===== src/rtl/sprite_pkg.sv =====
// Shared constants for the sprite register bank: field layout, status window map,
// and the player rotation encoding.
package sprite_pkg;

   localparam int FIELDS_PER_SPRITE = 3;
   localparam int FLD_X   = 0;
   localparam int FLD_Y   = 1;
   localparam int FLD_ROT = 2;

   localparam int ST_MAP   = 0;
   localparam int ST_ROT   = 1;
   localparam int ST_FRAME = 2;
   localparam int ST_DROP  = 3;
   localparam int ST_PEND  = 4;

   localparam logic [1:0] ROT_RIGHT = 2'd0;
   localparam logic [1:0] ROT_UP    = 2'd1;
   localparam logic [1:0] ROT_LEFT  = 2'd2;
   localparam logic [1:0] ROT_DOWN  = 2'd3;

   function automatic int field_addr(input int sprite, input int fld);
      return sprite * FIELDS_PER_SPRITE + fld;
   endfunction

endpackage


===== src/rtl/sprite_bank_cell.sv =====
// One double-buffered register: the CPU-facing shadow copy and the renderer-facing
// active copy. A commit copies the pre-write shadow value into active.
module sprite_bank_cell #(
   parameter int DATA_W = 8
) (
   input  logic              clk,
   input  logic              reset,
   input  logic              we,
   input  logic [DATA_W-1:0] wdata,
   input  logic              commit,
   output logic [DATA_W-1:0] shadow,
   output logic [DATA_W-1:0] active
);

   logic [DATA_W-1:0] shadow_q, shadow_d;
   logic [DATA_W-1:0] active_q, active_d;

   always_comb begin
      shadow_d = shadow_q;
      active_d = active_q;
      if (we) shadow_d = wdata;
      if (commit) active_d = shadow_q;
   end

   always_ff @(posedge clk) begin
      if (reset) begin
         shadow_q <= '0;
         active_q <= '0;
      end else begin
         shadow_q <= shadow_d;
         active_q <= active_d;
      end
   end

   assign shadow = shadow_q;
   assign active = active_q;

endmodule


===== src/rtl/sprite_reg_bank.sv =====
// Double-buffered sprite/world register file between the game CPU and the renderer,
// with a read-only status window in the upper half of the CPU address space.
module sprite_reg_bank
   import sprite_pkg::*;
#(
   parameter int NUM_SPRITES = 5,
   parameter int DATA_W      = 8,
   parameter int ADDR_W      = 6,
   parameter int CNT_W       = 8
) (
   input  logic                           clk,
   input  logic                           reset,
   input  logic [ADDR_W-1:0]              reg_addr,
   input  logic [DATA_W-1:0]              in,
   input  logic                           we,
   output logic [DATA_W-1:0]              out,
   input  logic                           mapData,
   input  logic [1:0]                     playerRot,
   input  logic                           vblank,
   input  logic                           disp_req,
   input  logic [$clog2(NUM_SPRITES)-1:0] disp_idx,
   output logic                           disp_valid,
   output logic [DATA_W-1:0]              disp_x,
   output logic [DATA_W-1:0]              disp_y,
   output logic [DATA_W-1:0]              disp_rot,
   output logic [DATA_W-1:0]              map_x,
   output logic [DATA_W-1:0]              map_y,
   output logic                           committed
);

   localparam int R        = NUM_SPRITES * FIELDS_PER_SPRITE;
   localparam int NUM_REGS = R + 2;
   localparam int WD_ADDR  = R + 2;
   localparam int OFF_W    = ADDR_W - 1;
   localparam int IDX_W    = $clog2(NUM_SPRITES);

   logic              status_sel;
   logic [OFF_W-1:0]  offset;
   logic              commit, drop, wd_write;
   logic [NUM_REGS-1:0] cell_we;
   logic [DATA_W-1:0] shadow_bank [NUM_REGS];
   logic [DATA_W-1:0] active_bank [NUM_REGS];

   logic              work_done_q, work_done_d;
   logic [CNT_W-1:0]  frame_cnt_q, frame_cnt_d;
   logic [CNT_W-1:0]  drop_cnt_q, drop_cnt_d;
   logic              committed_q, committed_d;
   logic              disp_valid_q, disp_valid_d;
   logic [DATA_W-1:0] disp_x_q, disp_x_d;
   logic [DATA_W-1:0] disp_y_q, disp_y_d;
   logic [DATA_W-1:0] disp_rot_q, disp_rot_d;

   assign status_sel = reg_addr[ADDR_W-1];
   assign offset     = reg_addr[OFF_W-1:0];
   assign commit     = vblank & work_done_q;
   assign drop       = vblank & ~work_done_q;
   assign wd_write   = we & ~status_sel & (offset == OFF_W'(WD_ADDR));

   for (genvar g = 0; g < NUM_REGS; g++) begin : g_cell
      assign cell_we[g] = we & ~status_sel & (offset == OFF_W'(g));
      sprite_bank_cell #(.DATA_W(DATA_W)) u_cell (
         .clk    (clk),
         .reset  (reset),
         .we     (cell_we[g]),
         .wdata  (in),
         .commit (commit),
         .shadow (shadow_bank[g]),
         .active (active_bank[g])
      );
   end

   // A CPU write to work_done lands after the commit clear, so writing 0 on a
   // commit cycle leaves 0 and writing 1 on a vblank cycle only counts next frame.
   always_comb begin
      work_done_d = work_done_q;
      frame_cnt_d = frame_cnt_q;
      drop_cnt_d  = drop_cnt_q;
      committed_d = commit;
      if (commit) begin
         work_done_d = 1'b0;
         frame_cnt_d = frame_cnt_q + CNT_W'(1);
      end
      if (drop && (drop_cnt_q != '1)) drop_cnt_d = drop_cnt_q + CNT_W'(1);
      if (wd_write) work_done_d = in[0];
   end

   always_comb begin
      disp_valid_d = disp_req;
      disp_x_d     = disp_x_q;
      disp_y_d     = disp_y_q;
      disp_rot_d   = disp_rot_q;
      if (disp_req) begin
         disp_x_d   = '0;
         disp_y_d   = '0;
         disp_rot_d = '0;
         for (int i = 0; i < NUM_SPRITES; i++) begin
            if (disp_idx == IDX_W'(i)) begin
               disp_x_d   = active_bank[field_addr(i, FLD_X)];
               disp_y_d   = active_bank[field_addr(i, FLD_Y)];
               disp_rot_d = active_bank[field_addr(i, FLD_ROT)];
            end
         end
      end
   end

   always_comb begin
      out = '0;
      if (!status_sel) begin
         for (int i = 0; i < NUM_REGS; i++) begin
            if (offset == OFF_W'(i)) out = shadow_bank[i];
         end
         if (offset == OFF_W'(WD_ADDR)) out = {{(DATA_W-1){1'b0}}, work_done_q};
      end else begin
         if (offset == OFF_W'(ST_MAP))   out = {{(DATA_W-1){1'b0}}, mapData};
         if (offset == OFF_W'(ST_ROT))   out = {{(DATA_W-2){1'b0}}, playerRot};
         if (offset == OFF_W'(ST_FRAME)) out = DATA_W'(frame_cnt_q);
         if (offset == OFF_W'(ST_DROP))  out = DATA_W'(drop_cnt_q);
         if (offset == OFF_W'(ST_PEND))  out = {{(DATA_W-1){1'b0}}, work_done_q};
      end
   end

   always_ff @(posedge clk) begin
      if (reset) begin
         work_done_q  <= 1'b0;
         frame_cnt_q  <= '0;
         drop_cnt_q   <= '0;
         committed_q  <= 1'b0;
         disp_valid_q <= 1'b0;
         disp_x_q     <= '0;
         disp_y_q     <= '0;
         disp_rot_q   <= '0;
      end else begin
         work_done_q  <= work_done_d;
         frame_cnt_q  <= frame_cnt_d;
         drop_cnt_q   <= drop_cnt_d;
         committed_q  <= committed_d;
         disp_valid_q <= disp_valid_d;
         disp_x_q     <= disp_x_d;
         disp_y_q     <= disp_y_d;
         disp_rot_q   <= disp_rot_d;
      end
   end

   assign disp_valid = disp_valid_q;
   assign disp_x     = disp_x_q;
   assign disp_y     = disp_y_q;
   assign disp_rot   = disp_rot_q;
   assign committed  = committed_q;
   assign map_x      = active_bank[R];
   assign map_y      = active_bank[R+1];

endmodule


===== config.mk =====
export PLATFORM = sky130hd
export DESIGN_NAME = sprite_reg_bank
export DESIGN_NICKNAME = d
export VERILOG_FILES = /design/src/rtl/sprite_pkg.sv /design/src/rtl/sprite_bank_cell.sv /design/src/rtl/sprite_reg_bank.sv
export SDC_FILE = /design/constraint.sdc
export NUM_CORES = 1
export LEC_CHECK = 0
export CAP_MARGIN = 40
export CORE_UTILIZATION = 45
export DETAILED_ROUTE_END_ITERATION = 8
export PLACE_DENSITY = 0.65
export SLEW_MARGIN = 20
export SYNTH_ARGS = -nofsm -noshare
export SYNTH_HDL_FRONTEND = slang
export SYNTH_HIERARCHICAL = 1
export SYNTH_SLANG_ARGS = --single-unit

===== constraint.sdc =====
create_clock -name clk -period 2 [get_ports clk]
set_clock_uncertainty 0.15 [all_clocks]
set_input_delay 0.3 -clock clk [delete_from_list [all_inputs] [get_ports clk]]
set_output_delay 0.3 -clock clk [all_outputs]
set_load 0.05 [all_outputs]

* Word level (Yosys, flattened, before mapping) *
Cells that the tools add are included.

operators by class
  add/subtract/negate cells = 2
  muxes and demuxes = 41
  bitwise gates (word level) = 23
  reductions and logical operators = 4
  equality and inequality tests = 22

operators by type and width
  kind                   count
  $mux W8                38
  $eq A5 B4 Y1 const B   8
  $and A1 B1 Y1          21
  $eq A5 B3 Y1 const B   4
  $add A8 B1 Y8 const B  2
  $eq A5 B2 Y1 const B   2
  $eq A5 B5 Y1 const B   2
  $ne A8 B8 Y1 const B   1
  $eq A3 B2 Y1 const B   2
  $eq A5 B1 Y1 const B   1
  $logic_not A5 Y1       1
  $eq A3 B1 Y1 const B   1
  $eq A3 B3 Y1 const B   1
  $logic_not A3 Y1       1
  $mux W1                3
  $not A1 Y1             2
  $reduce_bool A2 Y1     1
  $logic_and A1 B1 Y1    1

storage, ports and cells
  word-level logic and storage cells = 134
  bits of input ports = 25
  flip-flop bits (word level) = 315
  output and inout bits = 50

* Depth between registers and ports, before layout *
Gate-level depths: netlist (run 1).

  depth in word-level cells = 20
  depth in mapped cells = 10
  gate-level depth less buffers = 6

* By module *
The synthesis (run 1) kept the hierarchy.

modules (own cells, without submodules)
  module            area an instance (µm²)  times used  cells an instance  sequential area each (µm²)
  sprite_bank_cell  579.3                   17          52                 320.3
  sprite_reg_bank   4478.0                  1           592                860.8

* Worst setup path before layout (run 1) *
OpenSTA, ideal clock, no wires.

  path kind = in2out
  from = input reg_addr[4]
  to = output out[5]
  path slack = -0.543 ns
  cell stages on the path = 7
  buffers on the path = 2
  data arrival time = 2.093 ns
  data required time = 1.550 ns
  cell sequence = buf_2 > or3b_1 > buf_2 > a2bb2oi_1 > a31oi_1 > a2111oi_2 > o31ai_2

between the ends
  word-level cells in the longest chain between the ends = 20
  elaborated cells on any way between the ends = 40

ends and longest elaborated chain
  element                line                    source
  start, declared        sprite_reg_bank.sv:13   input logic [ADDR_W-1:0] reg_addr,
  $logic_not A5 Y1       sprite_reg_bank.sv:110  if (offset == OFF_W'(i)) out = shadow_bank[i];
  $mux W8 (17 in a row)  sprite_reg_bank.sv:110
  $mux W8                sprite_reg_bank.sv:112  if (offset == OFF_W'(WD_ADDR)) out = {{(DATA_W-1){1'b0}}, work_done_q};
  $mux W8 (*)            sprite_reg_bank.sv:108  if (!status_sel) begin
  end, declared          sprite_reg_bank.sv:16   output logic [DATA_W-1:0] out,

Every way passes the cells marked *; elsewhere a longest branch is shown, timed or not.

* Worst setup path in the final report (run 1) *
  from = register g_cell[3].u_cell.shadow_q[5]
  to = output out[5]

between the ends
  word-level cells in the longest chain between the ends = 16

ends and longest elaborated chain
  element                 line                    source
  start, declared         sprite_bank_cell.sv:15  logic [DATA_W-1:0] shadow_q, shadow_d;
  start signal, assigned  sprite_bank_cell.sv:30  shadow_q <= shadow_d;
  $mux W8 (14 in a row)   sprite_reg_bank.sv:110
  $mux W8                 sprite_reg_bank.sv:112
  $mux W8                 sprite_reg_bank.sv:108

Every way passes these cells.

==> results.md, run 1 <==
- Outcome: finished, violations left
- Failing checks: negative setup slack
- Vias in the first global route: 11500
- Crit Path Max Fanout: 2
- Cell taking the most area after synthesis: dfxtp_1
- Slew margin rel.: 66.0%
- Initial core utilization: 46.2%
- DRC Markers: 0
- H-tree level count: 2
- GRT overflow: 0
- Fillers: between 2000 and 3000
- CP Class: register to output pin
- Total CTS buffers: 35
- Cells after Synth: 1476
- Initial antenna violation count: 0
- Crit-path leading delay family: compound AO/OA/AOI/OAI gates
- Most frequent cells after synthesis: nor2_1, dfxtp_1, mux2i_1
- Crit path DAT: around 2.2 ns
- TritonRoute pass-1 iters: 5
- Total power: 14.5 mW
- CP peak stage delay: 0.53 ns
- Clock Latency Late Sink: 0.52 ns
- Worst VDD drop: just under 0.0007 V
- Port buffer count: 74
- Final Hold Fails: 0
- Root Driver: clkbuf_16
- Chip width: approximately 180 microns
- Largest net degree at the start of global routing: 79
- Synth top area cells: dfxtp_1, mux2i_1, nor2_1
- GRT Total Usage: 28.0%
- WP data required: between 1.5 and 2 ns
- WP buf/inv: 1
- Row count: 64
- I/O pin count: 75
- Synth cell types: 72
- Clock Path Buffers: 3
- Reg2reg path depth: 5
- CP max-delay cell: mux4_2
- Syn nets: 1503
- CTS tree: yes
- Final setup margin: -0.689 ns
- Unrepaired setup endpoints after global routing: yes
- Area growth syn-to-layout: 28.6%
- Number of synthesized flops with an enable pin: 0
- Diodes inserted: 0
- Critical path launch point type: register
- Worst hold stages: 3
- Setup-failing EPs final: 8
- Pleak: roughly 7.0 nW
- CTS clk-pin slew, worst paths: around 0.06 ns
- DR vias/cell: 5.56
- DRT iter0 DRCs: 938
- Clk sinks: 315
- Non-filler cells, final: 2126
- Synth warn: 6
- Mapped cell area: 14300 sq um
- Post-synth ARST share: 0%
- Mean Syn Cell Area: 9.71 sq um
- Die area: 32600 sq um
- Maximum clock rate: approximately 370 MHz
- Crit path time final: 2.69 ns
- Die height: 180 microns
- #FFs+latches synth: 315
- Sequential area share after synthesis: between 40% and 50%
- Placed Cells: 2044
- Post-DR wirelength/cell: approximately 22 microns
- Global placer's final weighted congestion: roughly 0.89
- Post-DP HPWL: 32600 microns
- HP Class: input pin to register
- CP endpoint kind: output pin
- Synth Flop Type: dfxtp_1
- PwrDens: 786 nW/um^2
- Routed Antenna Nets: 0
- Max Cap Viol: 0
- Yosys top cell area share: 44.0%
- Levels on crit path: 6
- Share of layout cells above drive strength 1: 24.2%
- Core area: roughly 31000 sq um
- DRT Wirelength: 46000 microns
- Ratio of final minimum period to clock period: 134%
- Via count: 11800
- Cell with the most instances after synthesis: nor2_1
- Worst Tran Pin Value: around 0.5 ns
- Max-slew violations: 0
- Critical path, cell by cell: mux4_2, a2bb2oi_2, a31oi_2, a2111oi_4, o31ai_4, buf_12
- First-pass GRT wire length: 70100 microns
- Nets: 1731
## routing by layer
| layer | vias up | GRT usage (%) | share of wire (%) |
|---|---|---|---|
| met5 | - | 0 | 0 |
| met4 | 0 | 9.88 | 3.2 |
| met3 | 78 | 3.56 | 5.6 |
| met2 | 375 | 44.2 | 44 |
| met1 | 5738 | 39.4 | 47 |
| li1 | 5629 | - | - |
## worst reg2reg max path, stage by stage (launching register included)
cell and delay, ns:
dfxtp_1 0.43, nand2_1 0.17, inv_6 0.32, buf_4 0.27, mux2i_1 0.25, nor2_1 0.06
## cell type report
cell class,instances,area [sq um],area share (%)
repair inverters,1,5.00,0.0272
multi-input cells,1028,7430,40.3
clock inverters,13,219,1.19
flip-flops and latches,315,6330,34.3
repair buffers,314,2890,15.7
clock buffers,50,1010,5.51
well taps,396,495,2.69
inverters,9,46.3,0.251
## logic make-up after synthesis
family | count (synthesis) | share of synthesized area (%)
buffers and inverters | 133 | 6.95
AOI/OAI and AO/OA | 188 | 9.57
xor gates and xnor gates | 13 | 0.795
DFF | 315 | 44.0
adders and majority gates | 2 | 0.175
muxes | 327 | 23.6
and+or+nand+nor | 498 | 14.9
## power by group
| group | switching (mW) | internal (mW) | leakage [nW] | total (mW) |
|---|---|---|---|---|
| sequential | 0.0280 | 6.31 | 2.55 | 6.34 |
| combinational | 0.752 | 0.496 | 3.79 | 1.25 |
| clock | 2.57 | 4.31 | 0.608 | 6.88 |
## flip-flops by register name (all words and copies together), names as in the netlist
signal and cells:
frame_cnt_q 8, disp_rot 8, disp_y 8, work_done_q 1, g_cell.u_cell/active 136, drop_cnt_q 8
disp_x 8, committed 1, g_cell.u_cell/shadow 136, disp_valid 1
## placed cells by master, fill, tap and decap left out, types with 24 or more instances in the layout
| master | count |
|---|---|
| mux2i_1 | 308 |
| nand2_1 | 27 |
| buf_12 | 30 |
| o211a_1 | 24 |
| a22oi_1 | 30 |
| buf_4 | 221 |
| dfxtp_1 | 299 |
| clkbuf_16 | 38 |
| dlygate4sd2_1 | 34 |
| nor3_1 | 32 |
| a21oi_1 | 42 |
| nor2_1 | 368 |
## repair_timing
action,4_1_cts,5_1_grt
cloned,2,0
pin swaps,23,21
setup buffers,8,11
hold buffers,1,0
gates resized for setup,95,41
setup endpoints to repair,137,20
hold endpoints to repair,25,0
## path summary, 6_finish.rpt
kind / start / slack (ns) / to
max: g_cell[3].u_cell/shadow[5]$_SDFFE_PP0P_ / -0.69 / out[5]
min: disp_req / 0.06 / disp_rot[3]$_SDFFE_PP0P_
max reg2reg: work_done_q$_SDFFE_PP0P_ / 0.25 / g_cell[12].u_cell/active[5]$_SDFFE_PP0P_
min reg2reg: disp_y[7]$_SDFFE_PP0P_ / 0.32 / disp_y[7]$_SDFFE_PP0P_
## stage by stage
step / area, sq um / hold WS [ns] / utilization, % / TNS (ns) / setup WS, ns
after floorplan: 14500 / 0.286 / - / -3.86 / -0.416
after global placement: 16700 / 0.313 / 53.8 / -90.76 / -0.979
after detailed placement: 16700 / 0.314 / 53.8 / -94.50 / -1.03
after CTS: 18200 / 0.0569 / 58.6 / -4.45 / -0.694
after global routing: 18400 / 0.0752 / 59.4 / -4.57 / -0.743
final: 18400 / 0.0646 / 59.4 / -4.26 / -0.689
No activity file was read; power rests on OpenSTA's default activity.
==> inputs of run 2 (changes only) <==
==> constraint.sdc (replaced) <==
create_clock -name clk -period 2 [get_ports clk]
set_clock_uncertainty 0.15 [all_clocks]
set_input_delay 0.5 -clock clk [delete_from_list [all_inputs] [get_ports clk]]
set_output_delay 0.5 -clock clk [all_outputs]
set_load 0.05 [all_outputs]
==> results.md, run 2 (synthesis results as in run 1) <==
- Nets: 1795 (+3.7%)
- CP Class: register to output pin
- WP data required: 1.35 ns (-0.20 ns)
- Final setup margin: -0.854 ns (-0.165 ns)
- Clock Latency Late Sink: 0.52 ns (about the same)
- Die area: 32600 sq um (unchanged)
- I/O pin count: 75 (unchanged)
- Worst Tran Pin Value: 0.453 ns (-0.0590 ns)
- Die height: 180 microns (unchanged)
- Setup-failing EPs final: 8 (unchanged)
- CP max-delay cell: dfxtp_2
- Total CTS buffers: 34 (-2.9%)
- Dpl cell area: 17100 sq um (+2.4%)
- Crit path DAT: 2.20 ns (-0.04 ns)
- Initial antenna violation count: 0 (unchanged)
- Largest net degree at the start of global routing: 48 (-39%)
- Routed Antenna Nets: 0 (unchanged)
- GRT Total Usage: 29.4% (+1.4 points)
- Crit-path leading delay family: compound AO/OA/AOI/OAI gates
- Most frequent cells in the layout: nor2_1, mux2i_1, dfxtp_1
- Core area: 31000 sq um (unchanged)
- Worst Setup SP: g_cell[6].u_cell/shadow[7]$_SDFFE_PP0P_
- HP Class: input pin to register
- Chip width: 180 microns (unchanged)
- H-tree level count: 2 (unchanged)
- DRC Markers: 0 (unchanged)
- Crit Path Max Fanout: 2 (unchanged)
- Post-DR wirelength/cell: 22.3 microns (+3.0%)
- Area growth syn-to-layout: 32.1%
- Hold path start: reset
- Setup_tns: -6.40 ns (-2.14 ns)
- Slew margin rel.: 69.8% (+3.8 points)
- WP buf/inv: 1 (unchanged)
- Via count: 12200 (+3.6%)
- Reg2reg start: work_done_q$_SDFFE_PP0P_
- Diodes inserted: 0 (unchanged)
- DRT Wirelength: 48700 microns (+5.9%)
- Design area: 18900 sq um (+2.7%)
- Worst Hold Slack: 0.224 ns (+0.160 ns)
- Commonest non-fill, non-tap cell in the layout: nor2_1
- Vias in the first global route: 11900 (+3.5%)
- First-pass GRT wire length: 73400 microns (+4.6%)
- GRT overflow: 0 (unchanged)
- CTS clk-pin slew, worst paths: 0.06 ns (about the same)
- Total power: 13.9 mW (-3.8%)
- Initial core utilization: 46.2% (unchanged)
- CP endpoint kind: output pin
- Share of layout cells above drive strength 1: 28.4% (+4.2 points)
- Max-slew violations: 0 (unchanged)
- Critical path launch point type: register
- Critical path, cell by cell: mux2_4, a221o_1, a32oi_2, o311a_1, o22ai_4, buf_12
- Crit path time final: 2.85 ns (+0.165 ns)
- Failing checks: negative setup slack
- CP peak stage delay: 0.33 ns (-0.20 ns)
- DRT iter0 DRCs: 993 (+5.9%)
- DR vias/cell: 5.60 (+0.72%)
- Port buffer count: 74 (unchanged)
- PwrDens: 736 nW/um^2 (-6.3%)
- Row count: 64 (unchanged)
- Clock Path Buffers: 3 (unchanged)
- Unrepaired setup endpoints after global routing: yes
- Pleak: 7.24 nW (+4.1%)
- Ratio of final minimum period to clock period: 143% (+8.3 points)
- Outcome: finished, violations left
- Clk sinks: 315 (unchanged)
- TritonRoute pass-1 iters: 6 (+1)
- Max Cap Viol: 0 (unchanged)
- Hold buffer count at CTS: 0 (-1)
- Root Driver: clkbuf_16
- Global placer's final weighted congestion: 0.967 (+8.7%)
- Maximum clock rate: 350 MHz (-5.8%)
- Post-DP HPWL: 34600 microns (+6.1%)
- CTS tree: yes
- Final Hold Fails: 0 (unchanged)
- Worst VDD drop: 0.000550 V (-19%)
==> run 2: cell count changes in the layout (fill, tap and decap cells not counted), moves of 4 or more <==
| cell | before | now |
|---|---|---|
| dfxtp_1 | 299 | 309 |
| buf_4 | 221 | 295 |
| clkinv_2 | 6 | 2 |
| bufinv_16 | 6 | 2 |
| dfxtp_2 | 16 | 6 |
| nor2_1 | 368 | 364 |
| buf_6 | 4 | 23 |
| dlygate4sd2_1 | 34 | 1 |
==> run 2: cell type report <==
| class | count | area [sq um] |
|---|---|---|
| well taps | 396 | 495 |
| repair buffers | 380 | 3530 |
| flip-flops and latches | 315 | 6310 |
| fillers | 2605 | 12100 |
| clock inverters | 8 | 115 |
| clock buffers | 50 | 992 |
| multi-input cells | 1028 | 7440 |
| inverters | 9 | 38.8 |
==> run 2: final timing paths <==
check / to / slack, ns / cells past startpoint
max: out[7] / -0.85 / 6
min: g_cell[0].u_cell/active[0]$_SDFFE_PP0P_ / 0.22 / 2
max reg2reg: g_cell[5].u_cell/active[3]$_SDFFE_PP0P_ / 0.24 / 6
min reg2reg: disp_x[4]$_SDFFE_PP0P_ / 0.33 / 2
==> run 2: repair_timing <==
item                                    in CTS  in global routing
cloned                                       2                  3
gates resized for setup                     88                 47
setup buffers                               14                  6
pin swaps                                   31                 24
endpoints found under the setup margin     145                 57
==> run 2: per-layer routing <==
layer  track usage (%)  vias to the layer above  wire length (microns)
met1              41.7                     5997                  22600
met2              47.0                      434                  21800
met3              3.70                       82                   2960
li1                  -                     5728                      -
met5                 0                        -                      0
met4              7.90                        0                   1370
==> run 2: metrics by stage <==
step                worst slack, ns  std cells  utilization (%)
floorplan                    -0.816       1476                -
global placement              -1.39       2106             55.1
detailed placement            -1.37       2106             55.1
CTS                          -0.869       2179             60.3
global route                 -0.915       2186             61.1
finish                       -0.854       2186             61.1
==> run 2: power by group <==
part,switching [mW],internal (mW)
sequential,0.0299,6.31
clock,2.54,3.72
combinational,0.772,0.553
==> inputs of run 3 (changes only) <==
--- a/config.mk
+++ b/config.mk
@@ -8,7 +8,7 @@
 export CAP_MARGIN = 40
 export CORE_UTILIZATION = 45
 export DETAILED_ROUTE_END_ITERATION = 8
-export PLACE_DENSITY = 0.65
+export PLACE_DENSITY = 0.72
 export SLEW_MARGIN = 20
 export SYNTH_ARGS = -nofsm -noshare
 export SYNTH_HDL_FRONTEND = slang
==> results.md, run 3 (synthesis results as in run 1) <==
- Share of layout cells above drive strength 1: 28.0% (-0.45 points)
- Crit Path Max Fanout: 7 (+5)
- TritonRoute pass-1 iters: 5 (-1)
- CTS clk-pin slew, worst paths: 0.06 ns (about the same)
- H-tree level count: 2 (unchanged)
- Total CTS buffers: 34 (unchanged)
- Place WS: -1.31 ns (+0.0603 ns)
- Switching Share: 24.2% (+0.20 points)
- Pleak: 7.14 nW (-1.4%)
- Met2 routed WL: 21500 microns (-1.6%)
- Slew margin rel.: 65.4% (-4.4 points)
- Outcome: finished, violations left
- Largest net degree at the start of global routing: 60 (+25%)
- Met1 WL: 21400 microns (-5.4%)
- Detail Route met3 WL: 3700 microns (+25%)
- WP data required: 1.35 ns (about the same)
- GRT Total Usage: 29.0% (-0.37 points)
- Unrepaired setup endpoints after global routing: yes
- CTS tree: yes
- Crit path time final: 2.92 ns (+0.0612 ns)
- DRT Wirelength: 48300 microns (-0.89%)
- Worst VDD drop: 0.000632 V (+15%)
- Logic pwr share: 9.6% (about the same)
- Global placer's final weighted congestion: 0.966 (about the same)
- Final Hold Fails: 0 (unchanged)
- Diodes inserted: 0 (unchanged)
- Dpl cell area: 17000 sq um (-0.59%)
- HP Class: input pin to register
- First-pass GRT wire length: 72000 microns (-1.9%)
- Clock Path Buffers: 3 (unchanged)
- Post-DR wirelength/cell: 22.3 microns (about the same)
- Maximum clock rate: 343 MHz (-2.1%)
- Max Cap Viol: 0 (unchanged)
- Max-slew violations: 0 (unchanged)
- Hold buffer count at CTS: 0 (unchanged)
- DRT iter0 DRCs: 1126 (+13%)
- Chip width: 180 microns (unchanged)
- Clock group share of total power: 44.2% (-0.7 points)
- Routed Antenna Nets: 0 (unchanged)
- DR vias/cell: 5.70 (+1.8%)
- Die area: 32600 sq um (unchanged)
- Clk sinks: 315 (unchanged)
- Critical path launch point type: input pin
- GRT overflow: 0 (unchanged)
- Final setup margin: -0.915 ns (-0.0612 ns)
- CP endpoint kind: output pin
- Clock Latency Late Sink: 0.51 ns (about the same)
- Seq pwr share: 46.2% (+0.6 points)
- Commonest non-fill, non-tap cell in the layout: nor2_1
- Sw Pwr: 3.32 mW (-0.61%)
- Die height: 180 microns (unchanged)
- Port buffer count: 74 (unchanged)
- Worst Tran Pin Value: 0.519 ns (+0.0662 ns)
- Vias in the first global route: 11900 (-0.44%)
- Most frequent cells in the layout: nor2_1, dfxtp_1, mux2i_1
- Row count: 64 (unchanged)
- Area growth syn-to-layout: 30.9%
- PwrDens: 732 nW/um^2 (-0.53%)
- Ratio of final minimum period to clock period: 146% (+3.1 points)
- CP Class: input pin to output pin
- DRC Markers: 0 (unchanged)
- Initial antenna violation count: 0 (unchanged)
- Fillers: 2560 (-1.7%)
- DR top layer: met4
- Core area: 31000 sq um (unchanged)
- Nets: 1774 (-1.2%)
- Setup-failing EPs final: 8 (unchanged)
- Post-DP HPWL: 34000 microns (-1.7%)
- Failing checks: negative setup slack
- Root Driver: clkbuf_16
- I/O pin count: 75 (unchanged)
- Crit path DAT: 2.27 ns (+0.07 ns)
- Initial core utilization: 46.2% (unchanged)
- Fin util: 60.5% (-0.55 points)
- Design area: 18800 sq um (-0.89%)
- Via count: 12300 (+0.84%)
- Internal power: 10.4 mW (-1.7%)
## run 3: changes by cell type in the layout (fill, tap and decap cells not counted), moves of 3 or more
cell,change
buf_6,+3
clkbuf_16,-3
nand2b_1,-3
nor2_1,-3
dfxtp_2,-4
buf_4,-21
clkbuf_8,+3
dfxtp_1,+4
## run 3: final timing paths
check	end	from	depth (start not counted)	slack (ns)
setup / recovery	out[7]	reg_addr[0]	9	-0.92
hold / removal	g_cell[2].u_cell/active[0]$_SDFFE_PP0P_	reset	2	0.20
setup reg to reg	g_cell[8].u_cell/active[7]$_SDFFE_PP0P_	work_done_q$_SDFFE_PP0P_	6	0.27
hold reg to reg	disp_x[6]$_SDFFE_PP0P_	disp_x[6]$_SDFFE_PP0P_	2	0.33
## run 3: area by class of cell
cell class | count | area (sq um) | share of cell area, %
clock buffers | 51 | 1030 | 5.47
clock inverters | 7 | 43.8 | 0.233
inverters | 9 | 41.3 | 0.220
multi-input cells | 1028 | 7500 | 40.0
flip-flops and latches | 315 | 6310 | 33.6
well taps | 396 | 495 | 2.64
repair buffers | 359 | 3340 | 17.8
## run 3: power groups by stage
stage | combinational, mW | clock [mW] | sequential (mW)
final | 1.32 | 6.06 | 6.34
after global routing | 1.37 | 6.38 | 6.34
after CTS | 1.27 | 6.11 | 6.34
after detailed placement | 1.17 | 0 | 6.48
after global placement | 1.17 | 0 | 6.48
after floorplan | 0.561 | 0 | 6.56
## run 3: timing repair
item / in CTS / in global routing
gates cloned: 2 / 0
gates resized for setup: 88 / 48
buffers inserted: 20 / 3
endpoints found under the hold margin: 0 / 0
setup endpoints to repair: 145 / 72
pin swaps: 24 / 23
## run 3: per-layer routing
metal  global-route usage (%)  vias to the layer above
met4                     10.9                        0
met1                     39.8                     6018
met3                     4.61                      110
met2                     45.9                      515
li1                         -                     5701
met5                        0                        -
## run 3: critical path, stage by stage
cell and delay (ns):
buf_12 0.09, buf_12 0.14, buf_12 0.13, buf_6 0.10, mux4_2 0.52, a32oi_2 0.22
o311a_1 0.29, o22ai_4 0.11, buf_12 0.17
## run 3: per-stage QoR
stage	hold slack, ns	TNS [ns]	total power, mW	std cells
after floorplan	0.310	-13.39	7.12	1476
after global placement	0.313	-133.56	7.65	2084
after detailed placement	0.315	-136.12	7.65	2084
after CTS	0.194	-6.89	13.7	2163
after global routing	0.219	-7.05	14.1	2165
final	0.202	-6.71	13.7	2165
